==> src/rtl/uart_rx_byte.sv <==
// 8N1 UART receiver: synchronises the RX pin, deframes LSB-first characters and
// strobes rx_ready for each good byte or rx_frame_err for a low stop bit.
module uart_rx_byte #(
    parameter int unsigned CLKS_PER_BIT = 1042
) (
    input  logic       clk,
    input  logic       Rst,
    input  logic       rx_serial,
    output logic [7:0] Rx_byte,
    output logic       rx_ready,
    output logic       rx_frame_err,
    output logic       rx_busy
);

    localparam int unsigned CW = (CLKS_PER_BIT > 1) ? $clog2(CLKS_PER_BIT) : 1;
    localparam logic [CW-1:0] HALF_LAST = CW'(CLKS_PER_BIT / 2 - 1);
    localparam logic [CW-1:0] BIT_LAST  = CW'(CLKS_PER_BIT - 1);

    typedef enum logic [2:0] {
        IDLE,
        START,
        DATA,
        STOP,
        BRK
    } state_t;

    state_t        state;
    logic          rx_meta;
    logic          rx_s;
    logic [CW-1:0] clk_cnt;
    logic [2:0]    bit_idx;
    logic [7:0]    shift;

    // Two-flop synchroniser; resets to the idle (high) line level.
    always_ff @(posedge clk) begin
        if (Rst) begin
            rx_meta <= 1'b1;
            rx_s    <= 1'b1;
        end else begin
            rx_meta <= rx_serial;
            rx_s    <= rx_meta;
        end
    end

    always_ff @(posedge clk) begin
        if (Rst) begin
            state        <= IDLE;
            clk_cnt      <= '0;
            bit_idx      <= '0;
            shift        <= '0;
            Rx_byte      <= '0;
            rx_ready     <= 1'b0;
            rx_frame_err <= 1'b0;
            rx_busy      <= 1'b0;
        end else begin
            rx_ready     <= 1'b0;
            rx_frame_err <= 1'b0;
            case (state)
                IDLE: begin
                    clk_cnt <= '0;
                    if (!rx_s) begin
                        state   <= START;
                        rx_busy <= 1'b1;
                    end
                end
                START: begin
                    if (clk_cnt == HALF_LAST) begin
                        clk_cnt <= '0;
                        if (!rx_s) begin
                            state   <= DATA;
                            bit_idx <= '0;
                        end else begin
                            state   <= IDLE;
                            rx_busy <= 1'b0;
                        end
                    end else begin
                        clk_cnt <= clk_cnt + CW'(1);
                    end
                end
                DATA: begin
                    if (clk_cnt == BIT_LAST) begin
                        clk_cnt        <= '0;
                        shift[bit_idx] <= rx_s;
                        if (bit_idx == 3'd7) begin
                            state <= STOP;
                        end else begin
                            bit_idx <= bit_idx + 3'd1;
                        end
                    end else begin
                        clk_cnt <= clk_cnt + CW'(1);
                    end
                end
                STOP: begin
                    // Leaving at mid-stop-bit lets a start edge right after the stop bit be caught.
                    if (clk_cnt == BIT_LAST) begin
                        clk_cnt <= '0;
                        if (rx_s) begin
                            Rx_byte  <= shift;
                            rx_ready <= 1'b1;
                            state    <= IDLE;
                            rx_busy  <= 1'b0;
                        end else begin
                            rx_frame_err <= 1'b1;
                            state        <= BRK;
                        end
                    end else begin
                        clk_cnt <= clk_cnt + CW'(1);
                    end
                end
                BRK: begin
                    if (rx_s) begin
                        state   <= IDLE;
                        rx_busy <= 1'b0;
                    end
                end
                default: begin
                    state   <= IDLE;
                    rx_busy <= 1'b0;
                end
            endcase
        end
    end

endmodule

==> config.mk <==
export PLATFORM = sky130hd
export DESIGN_NAME = uart_rx_byte
export DESIGN_NICKNAME = d
export VERILOG_FILES = /design/src/rtl/uart_rx_byte.sv
export SDC_FILE = /design/constraint.sdc
export NUM_CORES = 1
export LEC_CHECK = 0
export ABC_AREA = 1
export BUFFER_PORTS_ARGS = -buffer_cell sky130_fd_sc_hd__buf_2
export CORE_MARGIN = 1.5
export CORE_UTILIZATION = 45
export DETAILED_ROUTE_END_ITERATION = 10
export PLACE_DENSITY_LB_ADDON = 0.05
export SYNTH_ARGS = -nofsm -noshare
export SYNTH_HDL_FRONTEND = slang
export SYNTH_SLANG_ARGS = --single-unit
==> constraint.sdc <==
create_clock -name clk -period 3.95 [get_ports clk]
set_input_delay 0.79 -clock clk [delete_from_list [all_inputs] [get_ports clk]]
set_output_delay 0.79 -clock clk [all_outputs]
set_load 0.01 [all_outputs]
; ---- Yosys cells after proc, flatten, opt, wreduce, memory -nomap -nowiden
; Cells that the tools add are included.
[word_totals]
ramBits = 0
register_bits = 38
mem_bits_ro = 0
latchBits = 0
wordCells = 70
memories = 0
[classes]
n_addsub = 2
n_bitwise = 3
n_mux = 27
div_mod_pow = 0
mul = 0
n_reduce_logical = 11
magnitude_cmp = 2
shift = 0
n_eq_ne = 15
[ops]
columns = op, n
row1 = 2-to-1 mux 3 bit, 11
row2 = one-hot mux 11 bit (3 select lines), 1
row3 = 2-to-1 mux 11 bit, 2
row4 = != test 2 bit (second input constant), 8
row5 = one-hot mux 3 bit (5 select lines), 1
row6 = adder 11 x 1 -> 11 bit (second input constant), 1
row7 = equality test 11 x 10 -> 1 bit (second input constant), 1
row8 = equality test 11 bit (second input constant), 1
row9 = bitwise mux 8 bit, 1
row10 = 2-to-1 mux 1 bit, 7
row11 = equality test 3 x 2 -> 1 bit (second input constant), 2
row12 = equality test 3 bit (second input constant), 2
row13 = one-hot mux 3 bit (2 select lines), 1
row14 = AND reduction 6 bit, 1
row15 = one-hot mux 1 bit (5 select lines), 1
row16 = AND reduction 5 bit, 1
row17 = < comparator 3 x 4 -> 1 bit (second input constant), 1
row18 = AND reduction 4 bit, 1
row19 = adder 3 x 1 -> 3 bit (second input constant), 1
row20 = demux 1 bit (select 3 bit), 1
row21 = equality test 3 x 1 -> 1 bit (second input constant), 1
row22 = >= comparator 3 x 1 -> 1 bit (second input constant), 1
row23 = logical NOT 3 bit, 1
row24 = inverter 1 bit, 3
row25 = 8 further kinds, 8

; ---- Depth between registers and ports, before layout
[depth]
depth_word = 5
depth_mapped = 12
mapped_depth_nobuf = 12

; ---- Worst setup path after synthesis
; Ideal clock, no wire load.
[synth_path]
path_type = input port to flip-flop
startpoint = in Rst
endpoint = reg clk_cnt[3]
setup_ps = 111
arrival_ps = 1462
required_time_ps = 3839
setup_slack_ps = 2377
cell_stages = 5
cell_sequence = buf_2 clkinv_1 clkbuf_1 nand4_1 inv_1
[synth_rtl]
columns = element, line
row1 = from (decl), 7  ; input logic Rst,
row2 = to (signal assigned), 77  ; clk_cnt <= clk_cnt + CW'(1);
row3 = to (signal assigned), 90  ; clk_cnt <= clk_cnt + CW'(1);
row4 = to (signal assigned), 107  ; clk_cnt <= clk_cnt + CW'(1);
row5 = to (decl), 30  ; logic [CW-1:0] clk_cnt;
; No word-level cell between the ends.

; ---- Worst setup path after layout
[layout_path]
startpoint = reg state[2]
endpoint = reg state[1]
[layout_via]
elab_chain_len = 3
word_cells_on_any_way = 13
[layout_rtl]
columns = element, line
row1 = from (decl), 27  ; state_t state;
row2 = from (signal assigned), 47  ; state <= IDLE;
row3 = from (signal assigned), 62  ; state <= START;
row4 = from (signal assigned), 70  ; state <= DATA;
row5 = "equality test 3 x 2 -> 1 bit, or another cell as far along", 58  ; case (state)
row6 = != test 2 bit (no line), n/a
row7 = AND reduction 6 bit (no line), n/a
; Several ways; a longest one is shown, not always the timed one.
; A chain may end at the register's enable or synchronous reset.

==> run summary <==
Status -> finished clean
Share of the synthesized area in the top cell type -> 37.95%
Worst path max stage delay -> 0.77 ns
Die height -> 69.74 um
Die W -> 69.74 um
Post-synth cell types -> 27
Minimum clock period -> 1.778 ns
Critical path required time -> 4.19 ns
Core box area -> 4324 um2
Max Cap Viol -> 0
Post-synth ARST share -> 0%
Share of post-route cells with drive strength above 1 -> 12.66%
Syn Area/Cell -> 6.681 um2
Initial antenna violation count -> 0
Total grt overflow -> 0
Die footprint -> 4864 um2
First-pass GRT wire length -> 7.886 mm
Clock Latency Late Sink -> 0.30 ns
DRT iter0 DRCs -> 152
Ant diodes -> 0
# hold bufs at CTS -> 0
Aggregate negative setup slack -> 0 ns
Crit path cell chain -> nor2_2 -> nand2_4 -> inv_2 -> nand2_1 -> nand2_1 -> inv_2 -> nand3_2 -> nand2_1 -> nand2_1 -> nor2_1
Crit path buf inv count -> 2
Routed Wire Length -> 4.427 mm
Tot Pwr -> 1.138 mW
Via count -> 1923
Site row count -> 24
HPWL Detailed -> 3.195 mm
Largest cells by area after synthesis -> dfxtp_1 (38%), nand2_1 (13%), nor2_1 (9.6%)
CTS Buffer Depth -> 2
F_max -> 562.5 MHz
Vias/cell -> 5.226
Synthesized netlist cell count -> 300
Util after Layout -> 51.48%
Power per standard cell area -> 511.1 nW/um2
Worst VDD drop -> 0.1904 mV
Critical path startpoint category -> flop
IO buf count -> 13
Layout area overhead -> 11.05%
Post-synth top flop -> dfxtp_1
Vias in the first global route -> 1715
Gp weighted congestion -> 0.8680
CTS tree -> yes
Lkg Pwr -> 0.9923 nW
Largest net degree at the start of global routing -> 20
Io pins -> 14
Unrepaired setup endpoints after global routing -> no
Number of post-CTS setup repair buffers -> 0
Least-Margin Pin Slew -> 0.6921 ns
Drt drc -> 0
Max FO, Critical Path -> 15
H-tree Lvls -> 2
Resize count post-CTS -> 0
Synth area leader -> dfxtp_1
Slew HR -> 53.80%
Most frequent cells in the layout -> nand2_1 (69), nor2_1 (51), dfxtp_1 (38), inv_1 (30), nand3_1 (29)
Post-route ant nets -> 0
Yosys warnings -> 0
TritonCTS Buffers -> 5
Post-Route Skew -> 0.005948 ns
Final #Nets -> 323
Sequential-to-total area share from yosys stat -> 37.95%
Clock slew at reported path FFs -> 0.08 ns
Post-synth EDFFs -> 0
Max-slew violation count -> 0
CP Data Arrival Time -> 2.02 ns
#FFs+latches synth -> 38
# clock sinks -> 38
Syn Nets -> 308
Root Driver -> clkbuf_8
Critical Path End Type -> flop
Routed len/inst -> 12.03 um
Endpoints failing hold -> 0
Tot GR Track Use -> 19.91%
Syn Std Cell Area -> 2004 um2
Fin crit share -> 45.01%
Crit-path leading delay family -> flip-flops
CP Class -> flop to flop
Starting Density -> 46.35%
Most common cell after layout, fill and taps aside -> nand2_1
HP Class -> flop to flop
Final setup fails -> 0
Drt first pass iters -> 4
Most used cell, CP -> nand2_1
Slowest-stage cell, CP -> dfxtp_1
-- final timing paths --
kind                                from        to  slack (ns)  cells after the start
worst max-delay path            state[2]  state[1]        2.17                     10
worst min-delay path             rx_meta      rx_s        0.41                      1
worst max register to register  state[2]  state[1]        2.17                     10
worst min register to register   rx_meta      rx_s        0.41                      1
-- layout make-up --
class | instances | area, um2
fillers | 442 | 2098
multi-input cells | 221 | 1086
flip-flops and latches | 38 | 760.7
inverters | 36 | 135.1
clock buffers | 5 | 68.82
repair buffers | 13 | 65.06
well taps | 52 | 65.06
clock inverters | 3 | 45.04
-- state kept, by name, indices dropped and copies added (netlist names) --
signal and count:
rx_busy 1, bit_idx 3, shift 8, rx_meta 1
rx_ready 1, state 3, rx_s 1, Rx_byte 8
clk_cnt 11, rx_frame_err 1
-- cell usage after synthesis, types with 3 or more instances --
| library cell | instances |
|---|---|
| nand4_1 | 13 |
| nor3_4 | 3 |
| nor2_2 | 3 |
| inv_2 | 5 |
| nand2_1 | 69 |
| dfxtp_1 | 38 |
| a21oi_1 | 18 |
| buf_2 | 3 |
| nor2_1 | 51 |
| o21ai_0 | 12 |
| inv_1 | 30 |
| nor3_1 | 5 |
| ha_1 | 5 |
| nand3_1 | 29 |
-- logic make-up after synthesis --
kind of cell | Yosys count | share of synthesized area, %
AOI/OAI and AO/OA | 33 | 8.677
xor gates and xnor gates | 1 | 0.4370
adders and majority gates | 5 | 3.121
buffers and inverters | 41 | 7.865
DFF | 38 | 37.95
and+or+nand+nor | 182 | 41.95
-- metrics by stage --
step / hold WS [ns] / instance area (um2) / setup slack, ns / std cells
2_1_floorplan: 0.3895 / 2004 / 2.377 / 300
3_3_place_gp: 0.3915 / 2112 / 1.873 / 360
3_5_place_dp: 0.3923 / 2112 / 1.877 / 360
4_1_cts: 0.4112 / 2226 / 2.158 / 368
5_1_grt: 0.4240 / 2226 / 1.985 / 368
6_report: 0.4105 / 2226 / 2.172 / 368
-- per-layer routing --
| layer | wire (um) | global-route usage, % | part of all wire, % | vias up |
|---|---|---|---|---|
| met5 | 0 | 0 | 0 | - |
| li1 | - | - | - | 1007 |
| met1 | 2244 | 29.56 | 51 | 839 |
| met3 | 337 | 4.506 | 7.6 | 7 |
| met2 | 1785 | 28.85 | 40 | 70 |
| met4 | 59 | 5.769 | 1.3 | 0 |
-- report_power, final --
part / switching, mW / internal, mW
registers: 0.0564 / 0.410
clock network: 0.153 / 0.188
logic: 0.226 / 0.104
total: 0.435 / 0.702
-- worst reg2reg max path, delay by kind of cell (launching register included) --
family | cells | cell delay, ns
and+or+nand+nor | 8 | 0.78
DFF | 1 | 0.77
buffers and inverters | 2 | 0.18
Power figures use the tool's default switching activity.
